## config.mk

```make
export PLATFORM = sky130hd
export DESIGN_NAME = div_sched
export DESIGN_NICKNAME = d
export VERILOG_FILES = /design/src/rtl/div_sched.sv
export SDC_FILE = /design/constraint.sdc
export NUM_CORES = 1
export LEC_CHECK = 0
export CAP_MARGIN = 20
export CORE_MARGIN = 3
export CORE_UTILIZATION = 45
export CTS_CLUSTER_SIZE = 28
export DETAILED_ROUTE_END_ITERATION = 12
export PLACE_DENSITY_LB_ADDON = 0.05
export SYNTH_ARGS = -nofsm -noshare
export SYNTH_HDL_FRONTEND = slang
export SYNTH_SLANG_ARGS = --single-unit
```

## constraint.sdc

```tcl
create_clock -name clk -period 5.8 [get_ports clk]
set_input_delay 1.16 -clock clk [delete_from_list [all_inputs] [get_ports clk]]
set_output_delay 1.16 -clock clk [all_outputs]
set_load 0.005 [all_outputs]
```

## src/rtl/div_sched.sv

```systemverilog
// Multi-cycle radix-2 restoring divider for the EX stage (DIV/DIVU).
// Stalls the pipeline until {HI = remainder, LO = quotient} is ready.
module div_sched #(
  parameter int DATA_W = 32
) (
  input  logic                  clk,
  input  logic                  rst,
  input  logic                  start_i,
  input  logic                  signed_i,
  input  logic [DATA_W-1:0]     opdata1_i,
  input  logic [DATA_W-1:0]     opdata2_i,
  input  logic                  annul_i,
  input  logic                  stall_i,
  output logic                  stallreq_o,
  output logic                  busy_o,
  output logic                  ready_o,
  output logic [2*DATA_W-1:0]   result_o
);

  localparam int CNT_W = (DATA_W > 2) ? $clog2(DATA_W) : 1;
  localparam logic [CNT_W-1:0] CNT_LAST = CNT_W'(DATA_W - 1);

  typedef enum logic [1:0] {S_IDLE, S_BYZERO, S_ON, S_END} state_e;

  state_e                 state_q;
  logic [2*DATA_W:0]      part_q;
  logic [DATA_W-1:0]      divisor_q;
  logic                   negQuo_q;
  logic                   negRem_q;
  logic [CNT_W-1:0]       cnt_q;
  logic [2*DATA_W-1:0]    result_q;

  logic [DATA_W-1:0]      absA;
  logic [DATA_W-1:0]      absB;
  logic [DATA_W+1:0]      shiftedUp;
  logic [DATA_W+1:0]      diff;
  logic [2*DATA_W:0]      partStep_d;
  logic [DATA_W-1:0]      quoFix;
  logic [DATA_W-1:0]      remFix;

  always_comb begin
    absA = (signed_i && opdata1_i[DATA_W-1]) ? -opdata1_i : opdata1_i;
    absB = (signed_i && opdata2_i[DATA_W-1]) ? -opdata2_i : opdata2_i;

    // Upper half of the partial register after the one-bit left shift.
    shiftedUp = part_q[2*DATA_W:DATA_W-1];
    diff      = shiftedUp - {2'b00, divisor_q};
    if (!diff[DATA_W+1])
      partStep_d = {diff[DATA_W:0], part_q[DATA_W-2:0], 1'b1};
    else
      partStep_d = {shiftedUp[DATA_W:0], part_q[DATA_W-2:0], 1'b0};

    quoFix = negQuo_q ? -partStep_d[DATA_W-1:0] : partStep_d[DATA_W-1:0];
    remFix = negRem_q ? -partStep_d[2*DATA_W-1:DATA_W]
                      : partStep_d[2*DATA_W-1:DATA_W];
  end

  always_ff @(posedge clk or posedge rst) begin
    if (rst) begin
      state_q   <= S_IDLE;
      part_q    <= '0;
      divisor_q <= '0;
      negQuo_q  <= 1'b0;
      negRem_q  <= 1'b0;
      cnt_q     <= '0;
      result_q  <= '0;
    end else if (annul_i) begin
      state_q <= S_IDLE;
      cnt_q   <= '0;
    end else begin
      case (state_q)
        S_IDLE: begin
          if (start_i) begin
            part_q    <= {{(DATA_W+1){1'b0}}, absA};
            divisor_q <= absB;
            negQuo_q  <= signed_i & (opdata1_i[DATA_W-1] ^ opdata2_i[DATA_W-1]);
            negRem_q  <= signed_i & opdata1_i[DATA_W-1];
            cnt_q     <= '0;
            state_q   <= (opdata2_i == '0) ? S_BYZERO : S_ON;
          end
        end
        S_BYZERO: begin
          result_q <= '0;
          state_q  <= S_END;
        end
        S_ON: begin
          part_q <= partStep_d;
          if (cnt_q == CNT_LAST) begin
            result_q <= {remFix, quoFix};
            state_q  <= S_END;
          end else begin
            cnt_q <= cnt_q + 1'b1;
          end
        end
        S_END: begin
          // A stalled EX has not consumed the result yet, so hold it.
          if (!stall_i) state_q <= S_IDLE;
        end
        default: state_q <= S_IDLE;
      endcase
    end
  end

  assign busy_o     = (state_q != S_IDLE);
  assign ready_o    = (state_q == S_END) & ~annul_i;
  assign stallreq_o = ~annul_i & (((state_q == S_IDLE) & start_i) |
                                  (state_q == S_ON) | (state_q == S_BYZERO));
  assign result_o   = result_q;

endmodule

```

==> summary.md, run 1 <==
| Metric | Value |
|---|---|
| Via count | `11000` |
| Design Area, Final | `roughly 0.014 mm^2` |
| Total CTS buffers | `17` |
| Max-Cap Viols | `0` |
| Min-Delay Path Class | `reg2reg` |
| Initial antenna violation count | `0` |
| Drt pass-1 iters | `5` |
| Clock Tree Buf Depth | `2` |
| DIE AREA | `0.0287 mm^2` |
| Area of the multi-input gates | `0.00725 mm^2` |
| Cell with the most instances after synthesis | `nand2_1` |
| Final Wtd Congestion | `0.995` |
| Worst EP arrival | `between 5 and 6 ns` |
| Nets | `~1700` |
| Cell Area, Synth | `around 0.012 mm^2` |
| Share of flip-flops with an asynchronous set or reset | `100%` |
| Synth unique cells | `between 80 and 90` |
| Global route total overflow | `0` |
| Worst path slowest cell | `or4_1` |
| CP max FO | `12` |
| Die Y | `169 um` |
| Final setup viols | `0` |
| # rows | `slightly below 60` |
| ANT cells | `0` |
| Sequential Area | `0.00425 mm^2` |
| GRT Overall Usage | `24.7%` |
| Tmin final | `5.27 ns` |
| Area Overhead vs Synth | `18.5%` |
| Status | `finished, final reports clean` |
| Drt wl/cell | `18.6 um` |
| Least-Margin Pin Slew | `0.990 ns` |
| Layout cells sized above 1 | `5.75%` |
| Slowest cell delay on critical path | `0.57 ns` |
| Vias per cell | `5.75` |
| Crit Path Class | `reg2reg` |
| Setup crit end kind | `register` |
| CP startpoint kind | `register` |
| First-pass GRT wire length | `56.9 mm` |
| Ys flop type | `dfrtp_1` |
| Core Footprint | `0.0261 mm^2` |
| DP Area | `roughly 0.014 mm^2` |
| Clock sink count | `170` |
| Clk_lat worst skew | `0.43 ns` |
| CP most frequent cell | `ha_1` |
| Clock slew at reported path FFs | `about 0.080 ns` |
| Yosys Warn Count | `0` |
| Final ANT Viol Nets | `0` |
| Final wirelength | `35.7 mm` |
| Setup tns final | `0 ns` |
| Die span in x | `169 um` |
| Cell taking the most area after synthesis | `dfrtp_1` |
| Largest cells by area after synthesis | `dfrtp_1 (35%), o21ai_0 (8.5%), nand2_1 (7.4%)` |
| Critical path buffers and inverters | `1` |
| Setup Buffers After CTS | `0` |
| Largest net degree at the start of global routing | `111` |
| CTS root buffer | `clkbuf_16` |
| Layout fillers | `2529` |
| Syn Area/Cell | `about 8 um^2` |
| Number of global-route vias before repair | `~10000` |
| Post-route DRC | `0` |
| Syn_nets | `roughly 1600` |
| Initial DRC Count | `1028` |
| Post-synthesis sequential area ratio | `between 30% and 40%` |
| Worst path cell trace | `ha_1, and3_1, nand2_1, or2_2, a311oi_2, o21a_1, nor2_4, inv_2, mux2i_1, ha_1, nand4b_1, or4_1, nor4_1, mux2_2, nand3b_1, o21ai_0, xnor2_1, o21ai_1` |
| Initial core utilization | `46.0%` |
| Setup Skew | `0.0147 ns` |
| RSZ-0062 raised after global routing | `no` |
| Most frequent cells after synthesis | `nand2_1 (238), o21ai_0 (205), dfrtp_1 (170), a21oi_1 (110), nor2_1 (77)` |
| Post-DP HPWL | `27.0 mm` |
| CTS tree | `built` |
| Period utilisation layout | `90.9%` |
| Synth Instances | `1469` |
| I/O Pins | `137` |
| Input/output buffers | `between 100 and 150` |
| WP data required | `about 6.1 ns` |
| Max-slew violation count | `0` |
| Fmax | `190 MHz` |
| Crit path max-delay family | `simple AND/OR/NAND/NOR gates` |
| EDFF count, synth | `0` |
| Worst hold slack | `0.477 ns` |
| Hold Vio Cnt, Final | `0` |
| Slew headroom | `33.8%` |
| H-tree Lvls | `4` |
| #FFs+latches synth | `between 150 and 200` |
| Synth top area share | `35.4%` |
## cells by family after synthesis
group                    Yosys count  synth area share (%)
flip-flops                       170                  35.4
multiplexers                      36                  3.17
buffers and inverters            126                  4.38
AO/OA/AOI/OAI                    455                  22.4
XOR/XNOR                         137                  9.99
AND/OR/NAND/NOR                  502                  20.1
adder cells (fa/ha/maj)           43                  4.54
## layout make-up
| class | count | area share, % |
|---|---|---|
| multi-input combinational | 1173 | 51.0 |
| sequential | 170 | 29.9 |
| timing repair buffer | 152 | 10.5 |
| clock buffer | 18 | 3.01 |
| tap | 335 | 2.94 |
| inverter | 56 | 1.51 |
| clock inverter | 14 | 1.14 |
## worst paths after layout
| check | startpoint | endpoint | slack (ns) | cells past startpoint |
|---|---|---|---|---|
| max in group asynchronous | rst | divisor_q[17] | 3.52 | 4 |
| min in group asynchronous | rst | result_o[63] | 1.10 | 2 |
| setup / recovery | part_q[53] | result_o[52] | 0.53 | 18 |
| setup reg to reg | part_q[53] | result_o[52] | 0.53 | 18 |
| hold / removal | result_o[34] | result_o[34] | 0.48 | 2 |
| hold reg to reg | result_o[34] | result_o[34] | 0.48 | 2 |
## cells in the final DEF (no fill, tap or decap), types with 6 or more instances in the layout
| cell | instances |
|---|---|
| a211oi_1 | 7 |
| a21o_1 | 10 |
| a21oi_1 | 110 |
| a31oi_1 | 10 |
| and2_1 | 8 |
| and3_1 | 10 |
| buf_4 | 15 |
| clkbuf_16 | 17 |
| clkdlybuf4s50_1 | 136 |
| dfrtp_1 | 170 |
| ha_1 | 41 |
| inv_1 | 53 |
| mux2_2 | 6 |
| mux2i_1 | 29 |
| nand2_1 | 237 |
| nand2b_1 | 22 |
| nand3_1 | 16 |
| nand4_1 | 6 |
| nor2_1 | 77 |
| nor2b_1 | 6 |
| nor3_1 | 30 |
| nor4_1 | 21 |
| o211ai_1 | 14 |
| o21a_1 | 6 |
| o21ai_0 | 204 |
| o21ai_1 | 13 |
| o31ai_1 | 24 |
| o41ai_1 | 11 |
| or2_2 | 6 |
| or3_1 | 16 |
| or4_1 | 9 |
| xnor2_1 | 64 |
| xor2_1 | 73 |
## flip-flops by register name, indices dropped and copies added (netlist names)
register	flops
negQuo_q	1
divisor_q	32
part_q	65
cnt_q	5
result_o	64
state_q	2
negRem_q	1
## worst register-to-register path, stage by stage, from the launching register on
cell and delay [ns]:
dfrtp_1 0.44, ha_1 0.53, and3_1 0.31, nand2_1 0.10
or2_2 0.32, a311oi_2 0.40, o21a_1 0.32, nor2_4 0.07
inv_2 0.15, mux2i_1 0.31, ha_1 0.27, nand4b_1 0.14
or4_1 0.57, nor4_1 0.24, mux2_2 0.23, nand3b_1 0.12
o21ai_0 0.40, xnor2_1 0.18, o21ai_1 0.07
## timing repair
item / 4_1_cts / 5_1_grt
resized for setup: 0 / 1
hold buffers: 0 / 0
setup endpoints to repair: 0 / 1
## stage by stage
step / setup WS, ns / cells / utilization [%]
after detailed placement: 0.524 / 1885 / 52.1
after global routing: 0.0744 / 1918 / 54.5
after global placement: 0.719 / 1885 / 52.1
final: 0.528 / 1918 / 54.5
after CTS: 0.526 / 1917 / 54.3
after floorplan: 0.0366 / 1469 / -
## layer usage
layer	up-vias	wire length (um)	share of wire [%]	track usage [%]
met5	-	0	0	0
met4	0	469	1.3	5.51
met3	37	2010	5.6	3.14
met2	356	15700	44	38.5
met1	5224	17500	49	37.0
li1	5416	-	-	-
Power of run 1 is left out: the tool's default activity adds up to more than one toggle a clock period on the data nets, which glitch-free logic cannot reach.
==> inputs of run 2 (changes only) <==
--- a/config.mk
+++ b/config.mk
@@ -5,12 +5,12 @@
 export SDC_FILE = /design/constraint.sdc
 export NUM_CORES = 1
 export LEC_CHECK = 0
-export CAP_MARGIN = 20
 export CORE_MARGIN = 3
 export CORE_UTILIZATION = 45
 export CTS_CLUSTER_SIZE = 28
 export DETAILED_ROUTE_END_ITERATION = 12
 export PLACE_DENSITY_LB_ADDON = 0.05
+export REMOVE_ABC_BUFFERS = 1
 export SYNTH_ARGS = -nofsm -noshare
 export SYNTH_HDL_FRONTEND = slang
 export SYNTH_SLANG_ARGS = --single-unit
==> run 2 against run 1 <==
Register-to-register slack improved by 0.06 ns. Non-clock buffer count is the same. Hold slack gained 0.00068 ns. Sequential share of layout area is essentially flat. Clock-buffer cell count shrank 1. Highest routed layer unchanged. Clock skew is 0.00079 ns higher. Routed wire length up 4.6%. Core utilization up 0.077 points. Sequential cell count unchanged. Cell area grew 0.14%.
==> summary.md, run 2 (synthesized netlist as in run 1, its figures left out) <==
| Metric | Value |
|---|---|
| Slowest cell delay on critical path | `0.57 ns` |
| Worst hold slack | `0.478 ns` |
| Worst EP arrival | `5.53 ns` |
| Crit Path Class | `reg2reg` |
| CP startpoint kind | `register` |
| Final ANT Viol Nets | `0` |
| Via count | `11000` |
| Critical path buffers and inverters | `1` |
| Status | `finished, final reports clean` |
| Final Wtd Congestion | `0.909` |
| Initial DRC Count | `roughly 810` |
| Largest net degree at the start of global routing | `98` |
| I/O Pins | `137` |
| Setup crit end kind | `register` |
| Drt pass-1 iters | `5` |
| Layout cells sized above 1 | `5.75%` |
| Clock sink count | `170` |
| Maximum VDD drop | `roughly 440 uV` |
| Drt wl/cell | `slightly below 20 um` |
| Hold Vio Cnt, Final | `0` |
| Worst path slowest cell | `or4_1` |
| Number of global-route vias before repair | `between 10000 and 15000` |
| Max-Cap Viols | `0` |
| Max-slew violation count | `0` |
| Overall power | `just over 10 mW` |
| Sw Ratio | `between 50% and 60%` |
| Psw | `5.38 mW` |
| Final setup viols | `0` |
| Setup Skew | `0.0155 ns` |
| WP data required | `6.13 ns` |
| Area Overhead vs Synth | `18.7%` |
| Post-route DRC | `0` |
| Initial core utilization | `46.0%` |
| Total CTS buffers | `17` |
| H-tree Lvls | `4` |
| Vias per cell | `5.75` |
| Global route total overflow | `0` |
| Crit path max-delay family | `simple AND/OR/NAND/NOR gates` |
| CTS tree | `built` |
| Period utilisation layout | `89.8%` |
| Final wirelength | `37.4 mm` |
| RSZ-0062 raised after global routing | `no` |
| Most frequent cells in the layout | `nand2_1 (237), o21ai_0 (204), dfrtp_1 (170)` |
| CTS root buffer | `clkbuf_16` |
| Input/output buffers | `about 140` |
| Clock Power Share | `12.5%` |
| Design Area, Final | `0.0143 mm^2` |
| Die Y | `169 um` |
| Max reg flops | `65` |
| Initial antenna violation count | `1` |
| Fin cells | `1919` |
| Most flops, register | `part_q` |
| Power Density | `about 700 mW/mm^2` |
| Fmax | `192 MHz` |
| DP Area | `0.0136 mm^2` |
| Die span in x | `between 150 and 200 um` |
| First-pass GRT wire length | `59.9 mm` |
| CP max FO | `12` |
| Most common cell after layout, fill and taps aside | `nand2_1` |
| Final Util | `54.5%` |
| Clk_lat worst skew | `between 0.4 and 0.5 ns` |
| Register share of total power | `18.9%` |
| Setup Buffers After CTS | `0` |
| DIE AREA | `0.0287 mm^2` |
| Nets | `1683` |
| Logic pwr share | `68.6%` |
| GRT Overall Usage | `26.2%` |
| Min-Delay Path Class | `reg2reg` |
| CP most frequent cell | `ha_1` |
| Post-DP HPWL | `27.8 mm` |
| Core Footprint | `0.0261 mm^2` |
| Internal Power | `4.76 mW` |
| # rows | `59` |
| Tmin final | `approximately 5.2 ns` |
| Clock slew at reported path FFs | `approximately 0.080 ns` |
| Leak | `6.02 nW` |
| Post-CTS resize count | `0` |
| Worst path cell trace | `ha_1, and3_1, nand2_1, or2_2, a311oi_2, o21a_1, nor2_4, inv_2, mux2i_1, ha_1, nand4b_1, or4_1, nor4_1, mux2_2, nand3b_1, and4b_1, o21ai_0, a32o_1` |
| Cts hold-fix bufs | `0` |
| Slew headroom | `33.3%` |
| Least-Margin Pin Slew | `between 1 and 1.5 ns` |
| Clock Tree Buf Depth | `2` |
| DP Cell Count | `1886` |
==> run 2: power groups by stage <==
stage | clock [mW] | combinational [mW] | sequential, mW
after floorplan | 0 | 4.90 | 1.83
after detailed placement | 0 | 6.83 | 1.94
after global routing | 1.34 | 7.62 | 1.98
after global placement | 0 | 6.84 | 1.92
final | 1.26 | 6.96 | 1.92
after CTS | 1.28 | 6.86 | 1.92
==> run 2: worst reg2reg max path, delay by kind of cell, from the launching register on <==
kind | cells | cell delay (ns)
and+or+nand+nor | 9 | 2.23
AOI/OAI and AO/OA | 4 | 0.99
adders and majority gates | 2 | 0.79
muxes | 2 | 0.54
DFF | 1 | 0.43
buffers and inverters | 1 | 0.12
==> run 2: per-layer routing <==
metal	wire length, um	GRT usage [%]	vias up
met5	0	0	-
met4	527	6.44	0
met3	2220	3.98	44
met2	17100	41.6	351
met1	17500	37.9	5229
li1	-	-	5417
==> run 2: final timing paths <==
path                               from            end  slack, ns  cells after the start
setup / recovery             part_q[53]   result_o[60]       0.59                     18
hold / removal             result_o[51]   result_o[51]       0.48                      2
setup reg to reg             part_q[53]   result_o[60]       0.59                     18
hold reg to reg            result_o[51]   result_o[51]       0.48                      2
max in group asynchronous           rst  divisor_q[24]       3.54                      3
min in group asynchronous           rst   result_o[34]       1.31                      2
==> run 2: stage by stage <==
stage	TNS (ns)	setup WS [ns]
after floorplan	-42.35	-1.20
after global placement	0	0.501
after detailed placement	0	0.511
after CTS	0	0.612
after global routing	0	0.160
final	0	0.593
==> run 2: cell type report <==
cell class | count | area [um^2]
fill | 2519 | 11900
multi-input combinational | 1173 | 7250
tap | 335 | 419
clock buffer | 17 | 425
inverter | 56 | 215
clock inverter | 15 | 196
timing repair buffer | 152 | 1490
sequential | 170 | 4250
antenna | 1 | 2.50
(Power assumes the default switching activity.)
==> inputs of run 3 (changes only) <==
--- a/config.mk
+++ b/config.mk
@@ -9,8 +9,10 @@
 export CORE_UTILIZATION = 45
 export CTS_CLUSTER_SIZE = 28
 export DETAILED_ROUTE_END_ITERATION = 12
+export GPL_TIMING_DRIVEN = 0
 export PLACE_DENSITY_LB_ADDON = 0.05
 export REMOVE_ABC_BUFFERS = 1
+export SLEW_MARGIN = 25
 export SYNTH_ARGS = -nofsm -noshare
 export SYNTH_HDL_FRONTEND = slang
 export SYNTH_SLANG_ARGS = --single-unit
==> run 3 against run 2 <==
Core utilization increased by 0.58 points. Hold slack about the same. Routed wire length decreased by 4.7%. Clock-buffer cell count unchanged. Critical path type unchanged. Sequential cell count unchanged. Non-clock buffer count decreased by 3. Sequential share of layout area decreased by 0.31 points. Global-route usage decreased by 1.2 points. Critical path depth increased by 2.
==> summary.md, run 3 (synthesized netlist as in run 1, its figures left out) <==
| Metric | Value |
|---|---|
| Status | `finished, final reports clean` |
| Initial antenna violation count | `2` |
| Maximum VDD drop | `413 uV` |
| Slew headroom | `34.5%` |
| Worst EP arrival | `5.81 ns` |
| Nets | `1680` |
| Vias per cell | `slightly below 6` |
| RSZ-0062 raised after global routing | `no` |
| GRT Overall Usage | `25.0%` |
| Core Footprint | `0.0261 mm^2` |
| Clock slew at reported path FFs | `roughly 0.07 ns` |
| Final setup viols | `0` |
| Min-Delay Path Class | `reg2reg` |
| WP data required | `6.13 ns` |
| GR peak layer | `met2` |
| CTS root buffer | `clkbuf_16` |
| DP Cell Count | `1879` |
| Largest net degree at the start of global routing | `88` |
| Hold Vio Cnt, Final | `0` |
| CP startpoint kind | `register` |
| DIE AREA | `0.0287 mm^2` |
| H-tree Lvls | `4` |
| GRT met3 Usage | `3.47%` |
| Initial core utilization | `~46%` |
| Period utilisation layout | `~94%` |
| Slowest cell delay on critical path | `0.58 ns` |
| Tmin final | `between 5 and 6 ns` |
| Final wirelength | `35.6 mm` |
| Total CTS buffers | `17` |
| Worst path cell trace | `ha_2, a21oi_1, o21ai_0, a22oi_2, a311oi_2, buf_4, nor3_2, buf_4, nor2_4, inv_8, mux2i_2, ha_2, nand4b_1, or4_1, nor4_1, mux2_2, nand3b_1, and4b_1, o21ai_0, a32o_1` |
| Final ANT Viol Nets | `0` |
| Most common cell after layout, fill and taps aside | `nand2_1` |
| Area Overhead vs Synth | `20.0%` |
| Post-DP HPWL | `26.4 mm` |
| Setup Skew | `0.0211 ns` |
| Initial DRC Count | `741` |
| Max-Cap Viols | `0` |
| Die Y | `169 um` |
| Clock Tree Buf Depth | `2` |
| CTS tree | `built` |
| I/O Pins | `137` |
| First-pass GRT wire length | `57.5 mm` |
| Layout fillers | `2562` |
| Max-slew violation count | `0` |
| Grt met1 use | `35.1%` |
| Drt wl/cell | `around 19 um` |
| Final Util | `55.1%` |
| Power Density | `710 mW/mm^2` |
| Worst hold slack | `~0.48 ns` |
| Input/output buffers | `around 140` |
| Number of global-route vias before repair | `10800` |
| Worst setup margin | `0.322 ns` |
| Layout cells sized above 1 | `under 10%` |
| Clk_lat worst skew | `~0.45 ns` |
| Met2 Usage GRT | `41.0%` |
| CP max FO | `27` |
| Worst path slowest cell | `or4_1` |
| Fmax | `183 MHz` |
| Crit Path Class | `reg2reg` |
| Most flops, register | `part_q` |
| Die span in x | `169 um` |
| Leak | `6.05 nW` |
| # rows | `between 50 and 60` |
| Least-Margin Pin Slew | `around 1 ns` |
| Post-Place Setup Slack | `-0.481 ns` |
| Max reg flops | `65` |
| Final Wtd Congestion | `0.940` |
| Drt pass-1 iters | `5` |
| Most frequent cells in the layout | `nand2_1 (236), o21ai_0 (202), dfrtp_1 (169)` |
| Via count | `between 10000 and 15000` |
| Fin cells | `around 1900` |
| Post-route DRC | `0` |
| Setup crit end kind | `register` |
| Clock sink count | `170` |
| Global route total overflow | `0` |
==> run 3: changes by cell type in the layout (fill, tap and decap cells not counted), moves of 5 or more <==
cell,before,now
buf_16,0,6
ha_1,41,35
inv_8,2,7
inv_6,10,5
buf_4,15,5
ha_2,1,6
==> run 3: repair_timing <==
action / in CTS / in global routing
resized for setup: 3 / 12
pin swaps: 1 / 2
setup buffers: 1 / 3
hold buffers: 0 / 0
endpoints found under the setup margin: 7 / 6
hold endpoints to repair: 0 / 0
cloned: 0 / 0
==> run 3: metal layers <==
metal  wire, um  up-vias  part of all wire, %
li1           -     5419                    -
met1      17100     5296                   48
met2      16400      289                   46
met3       1600       38                  4.5
met4        522        0                  1.5
met5          0        -                    0
==> run 3: critical path, delay by kind of cell (launching register included) <==
kind | cells | cell delay (ns)
simple gates | 7 | 1.85
compound gates | 6 | 1.23
fa+ha+maj | 2 | 0.64
buf+inv | 3 | 0.60
mux | 2 | 0.52
flops | 1 | 0.51
==> run 3: report_power, final <==
part	switching, mW	total, mW	leakage (nW)	internal, mW
registers	0.457	1.97	2.27	1.51
logic	4.32	7.06	3.50	2.74
clock network	0.581	1.20	0.292	0.617
==> run 3: path summary, 6_finish.rpt <==
kind	slack [ns]	cells after the start	startpoint	to
hold / removal	0.48	2	result_o[40]	result_o[40]
min in group asynchronous	1.22	2	rst	part_q[33]
setup / recovery	0.32	20	part_q[41]	result_o[60]
max in group asynchronous	3.73	3	rst	divisor_q[22]
hold reg to reg	0.48	2	result_o[40]	result_o[40]
setup reg to reg	0.32	20	part_q[41]	result_o[60]
==> run 3: layout make-up <==
type	instances	area, um^2	share of cell area, %
clock buffer	17	425	2.95
antenna	1	2.50	0.0174
multi-input combinational	1173	7320	50.8
tap	335	419	2.91
clock inverter	15	168	1.16
timing repair buffer	149	1600	11.1
inverter	56	225	1.56
sequential	170	4260	29.5
==> run 3: per-stage QoR <==
step	setup TNS (ns)	area, um^2	power [mW]
floorplan	-42.35	11700	6.73
global placement	-769.26	13500	8.56
detailed placement	-2.44	13700	8.81
CTS	0	14400	10.1
global route	0	14400	11.1
finish	0	14400	10.2
